`src/rtl/multi_sample_pulse_generator.sv`:
```
// multi_sample_pulse_generator
//   NUM_CH independent down-counters. Each produces single-cycle sample
//   strobes with a runtime-programmable spacing of period+1 clocks. A channel
//   runs either periodically or as a one-shot.
//
//   Ports:
//     clk        system clock, all state on rising edge
//     rst_n      asynchronous active-low reset
//     wr_en      period write strobe (one cycle per write)
//     wr_ch      channel index for the write; indices >= NUM_CH are ignored
//     wr_period  new period P (pulse spacing P+1 clocks)
//     en         per-channel run enable (level, rising edge starts a channel)
//     oneshot    per-channel mode: 1 = single pulse, 0 = periodic
//     smpl       per-channel sample strobe
//     busy       per-channel counting indicator

// One channel: period register, counter and IDLE/RUN state.
module msp_chan #(
  parameter int CNT_W          = 17,
  parameter int DEFAULT_PERIOD = 24999
) (
  input  logic             clk,
  input  logic             rst_n,
  input  logic             wr,
  input  logic [CNT_W-1:0] wr_period,
  input  logic             en,
  input  logic             oneshot,
  output logic             smpl,
  output logic             busy
);

  localparam logic [0:0] IDLE = 1'b0;
  localparam logic [0:0] RUN  = 1'b1;
  localparam logic [CNT_W-1:0] DEF_P = CNT_W'(DEFAULT_PERIOD);

  logic [0:0]       state;
  logic [CNT_W-1:0] cnt;
  logic [CNT_W-1:0] period_r;
  logic             en_q;

  // Outputs decode registers only; no combinational path from inputs.
  assign busy = (state == RUN);
  assign smpl = (state == RUN) && (cnt == '0);

  always_ff @(posedge clk or negedge rst_n) begin
    if (!rst_n) begin
      state    <= IDLE;
      cnt      <= DEF_P;
      period_r <= DEF_P;
      en_q     <= 1'b0;
    end else begin
      en_q <= en;
      // Every load below reads period_r before this update lands, so a
      // write coinciding with a load takes effect from the next load.
      if (wr) period_r <= wr_period;
      case (state)
        IDLE: begin
          if (en && !en_q) begin
            state <= RUN;
            cnt   <= period_r;
          end
        end
        default: begin
          if (!en) begin
            state <= IDLE;
            cnt   <= period_r;
          end else if (cnt != '0) begin
            cnt <= cnt - CNT_W'(1);
          end else begin
            // Terminal count: mode is sampled only here.
            cnt <= period_r;
            if (oneshot) state <= IDLE;
          end
        end
      endcase
    end
  end

endmodule

module multi_sample_pulse_generator #(
  parameter int NUM_CH         = 4,
  parameter int CNT_W          = 17,
  parameter int DEFAULT_PERIOD = 24999,
  parameter int CH_W           = (NUM_CH > 1) ? $clog2(NUM_CH) : 1
) (
  input  logic              clk,
  input  logic              rst_n,
  input  logic              wr_en,
  input  logic [CH_W-1:0]   wr_ch,
  input  logic [CNT_W-1:0]  wr_period,
  input  logic [NUM_CH-1:0] en,
  input  logic [NUM_CH-1:0] oneshot,
  output logic [NUM_CH-1:0] smpl,
  output logic [NUM_CH-1:0] busy
);

  logic [NUM_CH-1:0] wr_hit;

  for (genvar i = 0; i < NUM_CH; i++) begin : g_ch
    // Full-width compare so out-of-range indices never alias a channel.
    assign wr_hit[i] = wr_en && (32'(wr_ch) == i);

    msp_chan #(
      .CNT_W          (CNT_W),
      .DEFAULT_PERIOD (DEFAULT_PERIOD)
    ) u_chan (
      .clk       (clk),
      .rst_n     (rst_n),
      .wr        (wr_hit[i]),
      .wr_period (wr_period),
      .en        (en[i]),
      .oneshot   (oneshot[i]),
      .smpl      (smpl[i]),
      .busy      (busy[i])
    );
  end

endmodule

```
`config.mk`:
```
export PLATFORM = sky130hd
export DESIGN_NAME = multi_sample_pulse_generator
export DESIGN_NICKNAME = d
export VERILOG_FILES = /design/src/rtl/multi_sample_pulse_generator.sv
export SDC_FILE = /design/constraint.sdc
export NUM_CORES = 1
export LEC_CHECK = 0
export CAP_MARGIN = 20
export CORE_MARGIN = 4
export CORE_UTILIZATION = 45
export DETAILED_ROUTE_END_ITERATION = 16
export PLACE_DENSITY = 0.73
export REMOVE_ABC_BUFFERS = 1
export SYNTH_ARGS = -nofsm -noshare
export SYNTH_HDL_FRONTEND = slang
export SYNTH_SLANG_ARGS = --single-unit
```
`constraint.sdc`:
```
create_clock -name clk -period 2.9 [get_ports clk]
set_input_delay 0.725 -clock clk [delete_from_list [all_inputs] [get_ports clk]]
set_output_delay 0.725 -clock clk [all_outputs]
set_load 0.01 [all_outputs]
```
==> run summary, run 1 <==
Status = completed
H-tree depth = 4
GR Layer Usage met3 = 4.228%
# DRC = 0
Min Tclk post-route = 2.804 ns
Die height = 136.7 um
Setup-failing EPs final = 0
Final #Nets = 776
Total gr overflow = 0
Drt first pass iters = 8
Final Core Density = 54.81%
Setup bufs post-CTS = 0
Met2 global-route usage = 32.97%
Port buffer count = 37
Post_cts resized = 8
Hold_buf cts = 0
Total track usage = 20.40%
Post-synth EDFFs = 0
Share of the synthesized area in the top cell type = 26.85%
Antenna viol nets, final = 0
Clock tree buffer depth = 2
First-pass GRT wire length = 29550 um
Placer's final routability congestion estimate = 0.8848
Fillers = 1351
Cell variety after synth = 69
VDD IR max = 0.0004695 V
Met1 usage = 27.36%
CTS Sinks = 144
Worst Path Required = 2.17 ns
Vias post-DR = 5953
Sequential cell area fraction in the yosys report = 49.40%
Mapped Cells = 692
Setup CP Type = flop to output port
Unrepaired setup endpoints after global routing = false
Reg clk slew, reported paths = 0.06 ns
Crit. End Element = output port
Arrival @ worst endpoint = 2.08 ns
Max Cap Viol = 0
Synthesized cell area = 7456 sq um
P_leak = 3.524 nW
Largest net degree at the start of global routing = 54
Synth warnings = 0
DRT iter0 DRCs = 637
Fin Clk Skew = 0.01093 ns
DP HPWL = 12350 um
Clock insertion delay at the later pin of the skew report = 0.44 ns
Vias in the first global route = 5820
Final worst-path cycle share = 96.69%
Slew HR = 37.17%
Die area = 18690 sq um
Area Growth Syn to Fin = 18.04%
Storage element area = 3684 sq um
Clock root buffer = clkbuf_16
Die width = 136.7 um
Global route hottest layer = met2
Main flop type after synthesis = dfrtp_1
I/O pin count = 38
Floorplan core area = 16060 sq um
Layout cells sized above 1 = 28.63%
Antenna violations before repair = 0
Final Hold Viols = 0
Synth Register Bits = 144
WL final = 18260 um
CTS buffer count = 17
CP Max Fanout = 6
Antenna Cells = 0
Multi-input logic area = 3546 sq um
Syn Area/Cell = 10.77 sq um
Routed wire per std cell = 18.88 um
Asr flop ratio synth = 100.0%
Pwr/cell area = 762.5 nW/um^2
Vias/cell = 6.156
HP Class = input port to async pin
Initial Util = 46.43%
FMAX = 356.6 MHz
Synth area leader = dfrtp_1
Setup crit start kind = flop
Setup_tns = 0 ns
Placement row count = 46
Worst slew pin tran = 0.9397 ns
Area contributors post-synth = dfrtp_1 (27%), dfstp_2 (23%), mux2_2 (11%), o21ai_0 (3.0%), nand2_1 (2.5%)
CTS tree = done
Max-slew violations = 0
==> placed cells by master, fill, tap and decap left out, types with 8 or more instances in the layout <==
master / n
nand4_1: 11
o211ai_1: 10
nand3_1: 31
o21ai_0: 44
clkdlybuf4s50_1: 32
a211o_1: 8
dfrtp_1: 80
a221o_1: 17
and3_1: 12
mux2_2: 73
or3_1: 8
or4_1: 10
buf_4: 29
dfstp_2: 64
nand2_1: 48
clkbuf_16: 17
nor2_1: 30
nor4_1: 16
inv_1: 19
nor3_1: 24
ha_1: 8
a21oi_1: 24
==> per-stage QoR <==
step           hold WS [ns]  std cells  cell area, sq um  setup slack, ns  total power [mW]
2_1_floorplan        0.4294        652              7257           0.3140             3.843
3_3_place_gp         0.4749        935              8142           0.1920             4.280
3_5_place_dp         0.4769        935              8142           0.1112             4.374
4_1_cts              0.2466        967              8792          0.07601             6.734
5_1_grt              0.2673        967              8801         0.006892             7.042
6_report             0.2372        967              8801          0.09603             6.711
==> critical path, cell delays in order (launching register included) <==
cell	delay (ns)
dfrtp_1	0.42
or4_4	0.57
and2b_1	0.23
and3_1	0.16
dlygate4sd2_1	0.27
==> path summary, 6_finish.rpt <==
kind | from | end | slack (ns) | depth (start not counted)
worst max-delay path | g_ch[0].u_chan.cnt[9] | smpl[0] | 0.1 | 4
worst min-delay path | rst_n | g_ch[1].u_chan.cnt[15] | 0.24 | 1
worst max register to register | g_ch[0].u_chan.cnt[9] | g_ch[0].u_chan.cnt[6] | 0.29 | 6
worst min register to register | g_ch[1].u_chan.cnt[7] | g_ch[1].u_chan.cnt[7] | 0.49 | 1
max in group asynchronous | rst_n | g_ch[3].u_chan.period_r[0] | 1.90 | 2
min in group clk | g_ch[1].u_chan.cnt[7] | g_ch[1].u_chan.cnt[7] | 0.49 | 1
==> where the power goes <==
group | internal [mW] | total, mW | switching [mW]
clock | 1.48 | 2.31 | 0.829
combinational | 0.661 | 1.37 | 0.712
sequential | 2.60 | 3.03 | 0.423
total | 4.75 | 6.71 | 1.96
==> synth_stat cells, types with 4 or more instances <==
master	n
ha_1	8
a31oi_1	5
or4_1	10
nor3b_1	5
dfrtp_1	80
o311ai_0	4
mux2i_1	6
dfstp_2	64
buf_4	10
nor2_1	30
o22a_1	7
nor3_1	24
inv_1	19
a22oi_1	7
a211o_1	8
mux2_2	73
o31ai_1	4
a21oi_1	24
o211ai_1	10
a21o_1	6
nand3_1	31
nand4_1	11
nor4b_1	6
o21ai_0	44
clkbuf_1	21
and3_1	12
a311o_1	4
and2_1	5
or3_1	8
nor4_1	17
nand2_1	49
buf_2	8
a221o_1	17
==> metal layers <==
layer | vias up | part of all wire [%] | routed length, um
met5 | - | 0 | 0
met4 | 0 | 2.1 | 380
met3 | 37 | 4.0 | 722
met2 | 169 | 48 | 8673
met1 | 3010 | 46 | 8479
li1 | 2737 | - | -
==> state kept, by name, indices dropped and copies added, names as in the netlist <==
| signal | cells |
|---|---|
| g_ch.u_chan.busy | 4 |
| g_ch.u_chan.cnt | 68 |
| g_ch.u_chan.en_q | 4 |
| g_ch.u_chan.period_r | 68 |
==> layout make-up <==
cell class	instances	share of cell area, %
multi-input cells	489	40.29
flip-flops and latches	144	41.85
repair buffers	67	6.867
clock buffers	22	5.274
clock inverters	10	1.834
inverters	19	0.8103
well taps	216	3.071
==> logic make-up (layout without fill, tap and decap cells) <==
logic type | after synthesis | count (layout) | share of synthesized area [%]
flip-flops | 144 | 144 | 49.40
AND/OR/NAND/NOR | 237 | 237 | 17.97
AO/OA/AOI/OAI | 165 | 165 | 15.82
adder cells (fa/ha/maj) | 8 | 8 | 1.343
buffers and inverters | 59 | 118 | 3.625
multiplexers | 79 | 79 | 11.83
Note: power is estimated with default switching activity, not from simulation.
==> run 2, diff against run 1 <==
- DONT_BUFFER_PORTS: not set -> 1
- GPL_ROUTABILITY_DRIVEN: not set -> 0
- PLACE_DENSITY: 0.73 -> 0.7
==> run 2 against run 1 <==
Compared with the run above:
- maximum frequency is 0.80% higher
- wire length is 3.0% higher
- critical path depth stayed put
- first-iteration DRC count is 3.3% higher
- clock-buffer cell count is 4 higher
- power is 7.8% lower
- non-clock buffer count is 49 lower
- global-route usage is 0.73 points higher
- combinational power is 12% lower
- critical path type unchanged
==> run summary, run 2 (synthesis gave the netlist of run 1 again) <==
Worst Path Buf+Inv = 1
Die width = 136.7 um
Final #Nets = 727
Reg2reg start = g_ch[1].u_chan.cnt[0]
Vias in the first global route = 5697
Initial Util = 46.43%
Antenna Cells = 0
Worst-path cell chain = nor4_2 > nand2b_1 > nor4b_1 > buf_4
Fin cells = 918
Top Registers = g_ch.u_chan.cnt x68, g_ch.u_chan.period_r x68
Area Growth Syn to Fin = 10.42%
Crit-path leading delay family = simple AND/OR/NAND/NOR gates
DRT iter0 DRCs = 658
CTS Sinks = 144
Clock tree buffer depth = 2
Antenna violations before repair = 0
# DRC = 0
Commonest non-fill, non-tap cell in the layout = dfrtp_1
Worst Path Required = 2.17 ns
Placed Instances = 883
Unrepaired setup endpoints after global routing = false
Setup CP Type = flop to output port
Most frequent cells in the layout = dfrtp_1 (80), mux2_2 (73), dfstp_2 (64), nand2_1 (49), o21ai_0 (44)
Crit. End Element = output port
Slowest cell on crit path = dfrtp_1
Slew HR = 38.31%
Fin area = 8233 sq um
Drt first pass iters = 5
Total track usage = 21.13%
Fin Clk Skew = 0.007338 ns
Max-slew violations = 0
Clock root buffer = clkbuf_16
Antenna viol nets, final = 0
P_leak = 3.258 nW
Die height = 136.7 um
I/O pin count = 38
Port buffer count = 0
Routed wire per std cell = 20.47 um
Floorplan core area = 16060 sq um
H-tree depth = 4
Worst slew pin tran = 0.9226 ns
Min Tclk post-route = 2.782 ns
Reg clk slew, reported paths = 0.06 ns
Vias post-DR = 5714
Final worst-path cycle share = 95.92%
Critical Path Source = g_ch[2].u_chan.cnt[11]
CTS buffer count = 17
Total gr overflow = 0
Placement row count = 46
Storage element area = 3684 sq um
VDD IR max = 0.0004477 V
Clock insertion delay at the later pin of the skew report = 0.42 ns
Final Hold Viols = 0
Setup_tns = 0 ns
Layout cells sized above 1 = 27.78%
Setup bufs post-CTS = 0
Total Power = 6.185 mW
Setup crit start kind = flop
Die area = 18690 sq um
Largest net degree at the start of global routing = 68
WL final = 18790 um
Setup-failing EPs final = 0
HP Class = input port to async pin
Pwr/cell area = 751.3 nW/um^2
Placement Cell Area = 7645 sq um
First-pass GRT wire length = 30440 um
Fillers = 1404
R2R setup slack = 0.40 ns
FMAX = 359.5 MHz
Status = completed
Max Cap Viol = 0
CP max stage delay = 0.45 ns
Multi-input logic area = 3513 sq um
Arrival @ worst endpoint = 2.06 ns
DP HPWL = 11930 um
Hold Worst Slack = 0.1475 ns
CTS tree = done
CP Max Fanout = 7
Vias/cell = 6.224
-- run 2: cell types whose count changed in the layout (fill, tap and decap cells not counted), moves of 2 or more --
cell	delta
nor4b_1	+2
clkinv_2	+2
clkdlybuf4s50_1	-32
bufinv_16	-4
buf_4	-14
clkbuf_1	+3
dlygate4sd2_1	-4
-- run 2: through the flow --
step           setup slack [ns]  util (%)
6_report                 0.1182     51.27
5_1_grt                 0.01218     51.27
4_1_cts                0.007581     51.23
3_5_place_dp             0.4422     47.61
3_3_place_gp             0.5368     47.61
2_1_floorplan            0.3140         -
-- run 2: worst reg2reg max path, stage by stage, from the launching register on --
cell and delay [ns]:
dfstp_2 0.37, inv_1 0.11, ha_1 0.15, nor4b_1 0.32
and3_1 0.30, a21o_1 0.62, o21ai_0 0.19, a211o_1 0.33
-- run 2: area by class of cell --
class                   instances  share of cell area, %
repair buffers                 18                  2.067
clock inverters                 6                 0.4255
inverters                      19                 0.8663
flip-flops and latches        144                  44.74
multi-input cells             489                  42.67
clock buffers                  26                  5.942
well taps                     216                  3.283
-- run 2: worst paths after layout --
kind | endpoint | depth (start not counted)
worst max-delay path | smpl[2] | 4
worst min-delay path | g_ch[1].u_chan.cnt[7] | 0
worst max register to register | g_ch[1].u_chan.cnt[12] | 7
worst min register to register | g_ch[0].u_chan.cnt[6] | 1
max in group asynchronous | g_ch[0].u_chan.period_r[6] | 1
min in group clk | g_ch[1].u_chan.en_q | 0
-- run 2: layer usage --
metal / GRT usage, % / vias to the layer above / routed length [um]
met2: 34.26 / 178 / 9057
met5: 0 / - / 0
met1: 27.75 / 2892 / 8363
met3: 5.404 / 25 / 1015
li1: - / 2619 / -
met4: 6.887 / 0 / 357
-- run 2: repair_timing --
item                       in CTS  in global routing
gates resized for setup         0                  1
hold endpoints to repair       45                  0
setup endpoints to repair       0                  1
hold buffers                    3                  0
-- run 2: report_power, final --
part | internal, mW | switching, mW
registers | 2.61 | 0.427
logic | 0.573 | 0.632
clock network | 1.16 | 0.794
total | 4.33 | 1.85
==> run 3, diff against run 2 <==
- clock period: 2.9 -> 3.4 ns (I/O delays scaled with it)
==> run 3 against run 2 <==
Compared with the run above:
- global-route usage down 1.4 points
- critical path type unchanged
- critical path depth unchanged
- critical endpoint unchanged
- utilization is 0.22 points lower
- die area unchanged
- wire length is 5.8% lower
==> run summary, run 3 (synthesis gave the netlist of run 1 again) <==
Placement Cell Area = 7592 sq um
Fin Clk Skew = 0.004366 ns
Antenna viol nets, final = 0
CP max stage delay = 0.47 ns
Reg clk slew, reported paths = 0.06 ns
DRT iter0 DRCs = 551
Worst Path Required = 2.55 ns
Final WS setup = 0.4637 ns
Clock root buffer = clkbuf_16
R2r endpoint = g_ch[3].u_chan.cnt[4]
Min Tclk post-route = 2.936 ns
Die height = 136.7 um
Drt first pass iters = 5
Crit. End Element = output port
Placement row count = 46
FMAX = 340.6 MHz
CP Max Fanout = 7
Most frequent cells in the layout = dfrtp_1 (80), mux2_2 (73), dfstp_2 (64), nand2_1 (49), o21ai_0 (44)
Reg2reg start = g_ch[3].u_chan.cnt[12]
Unrepaired setup endpoints after global routing = false
Vias post-DR = 5701
Total track usage = 19.70%
Status = completed
HP Class = input port to async pin
Clock insertion delay at the later pin of the skew report = 0.43 ns
Max Cap Viol = 0
Vias in the first global route = 5496
Die area = 18690 sq um
Worst slew pin tran = 0.9046 ns
Hold Worst Slack = 0.1196 ns
Setup bufs post-CTS = 0
Slew HR = 39.53%
Setup-failing EPs final = 0
Post-Place Worst Slack = 0.8059 ns
Setup CP Type = flop to output port
Setup_tns = 0 ns
Setup crit start kind = flop
Initial Util = 46.43%
H-tree depth = 4
CTS tree = done
Pwr/cell area = 669.3 nW/um^2
Commonest non-fill, non-tap cell in the layout = dfrtp_1
Final #Nets = 717
Fin cells = 908
Slowest cell on crit path = nor4_1
Crit-path leading delay family = simple AND/OR/NAND/NOR gates
Antenna violations before repair = 0
Reg2Reg Depth = 5
Post_cts resized = 0
P_leak = 3.225 nW
Floorplan core area = 16060 sq um
Clock tree buffer depth = 2
Placed Instances = 876
Largest net degree at the start of global routing = 145
Top Registers = g_ch.u_chan.cnt x68, g_ch.u_chan.period_r x68
Antenna Cells = 0
Worst-path cell chain = nor4_1 > nand2b_1 > nor4b_1 > buf_4
Fin area = 8198 sq um
DP HPWL = 11790 um
Worst Path Buf+Inv = 1
Die width = 136.7 um
Routed wire per std cell = 19.49 um
CTS buffer count = 17
Hold_buf cts = 0
Fillers = 1387
Total gr overflow = 0
Total Power = 5.487 mW
Layout cells sized above 1 = 27.31%
Vias/cell = 6.279
Arrival @ worst endpoint = 2.09 ns
CTS Sinks = 144
Final worst-path cycle share = 86.36%
First-pass GRT wire length = 28860 um
R2R setup slack = 0.74 ns
Max-slew violations = 0
# DRC = 0
WL final = 17700 um
Final Core Density = 51.05%
VDD IR max = 0.0004328 V
Area Growth Syn to Fin = 9.951%
Final Hold Viols = 0
Port buffer count = 0
I/O pin count = 38
run 3: cell types whose count changed in the layout (fill, tap and decap cells not counted), sizes merged:
cell         change
buf              -9
bufinv           +3
clkbuf           -6
clkinv           -2
dlygate4sd3      -1
clkinvlp         +3
inv              +2
run 3: report_power, final:
part	internal, mW	total [mW]	switching [mW]
combinational	0.475	0.989	0.515
clock	1.18	1.92	0.741
sequential	2.22	2.58	0.359
total	3.87	5.49	1.61
run 3: final cells by class:
class | count | area, sq um | share of cell area, %
flip-flops and latches | 144 | 3684 | 44.93
clock buffers | 20 | 446.7 | 5.449
well taps | 216 | 270.3 | 3.297
multi-input cells | 489 | 3507 | 42.78
repair buffers | 8 | 60.06 | 0.7326
clock inverters | 12 | 158.9 | 1.938
inverters | 19 | 71.32 | 0.8700
run 3: worst max path at each step:
stage                                      start                           to  slack (ns)  cells after the start
after global placement    g_ch[2].u_chan.cnt[11]        g_ch[2].u_chan.cnt[9]        0.93                      5
after global routing      g_ch[2].u_chan.cnt[11]                      smpl[2]        0.30                      4
after CTS                 g_ch[2].u_chan.cnt[11]                      smpl[2]        0.44                      4
final                     g_ch[2].u_chan.cnt[11]                      smpl[2]        0.46                      4
after detailed placement  g_ch[3].u_chan.cnt[12]        g_ch[3].u_chan.cnt[3]        0.81                      5
after floorplan                         wr_ch[1]  g_ch[0].u_chan.period_r[10]        0.69                      2
run 3: layer usage:
layer	GRT usage, %	vias up	routed length [um]
met5	0	-	0
met4	6.047	0	336
met3	5.551	27	1020
met2	30.20	150	8282
met1	27.21	2905	8055
li1	-	2619	-
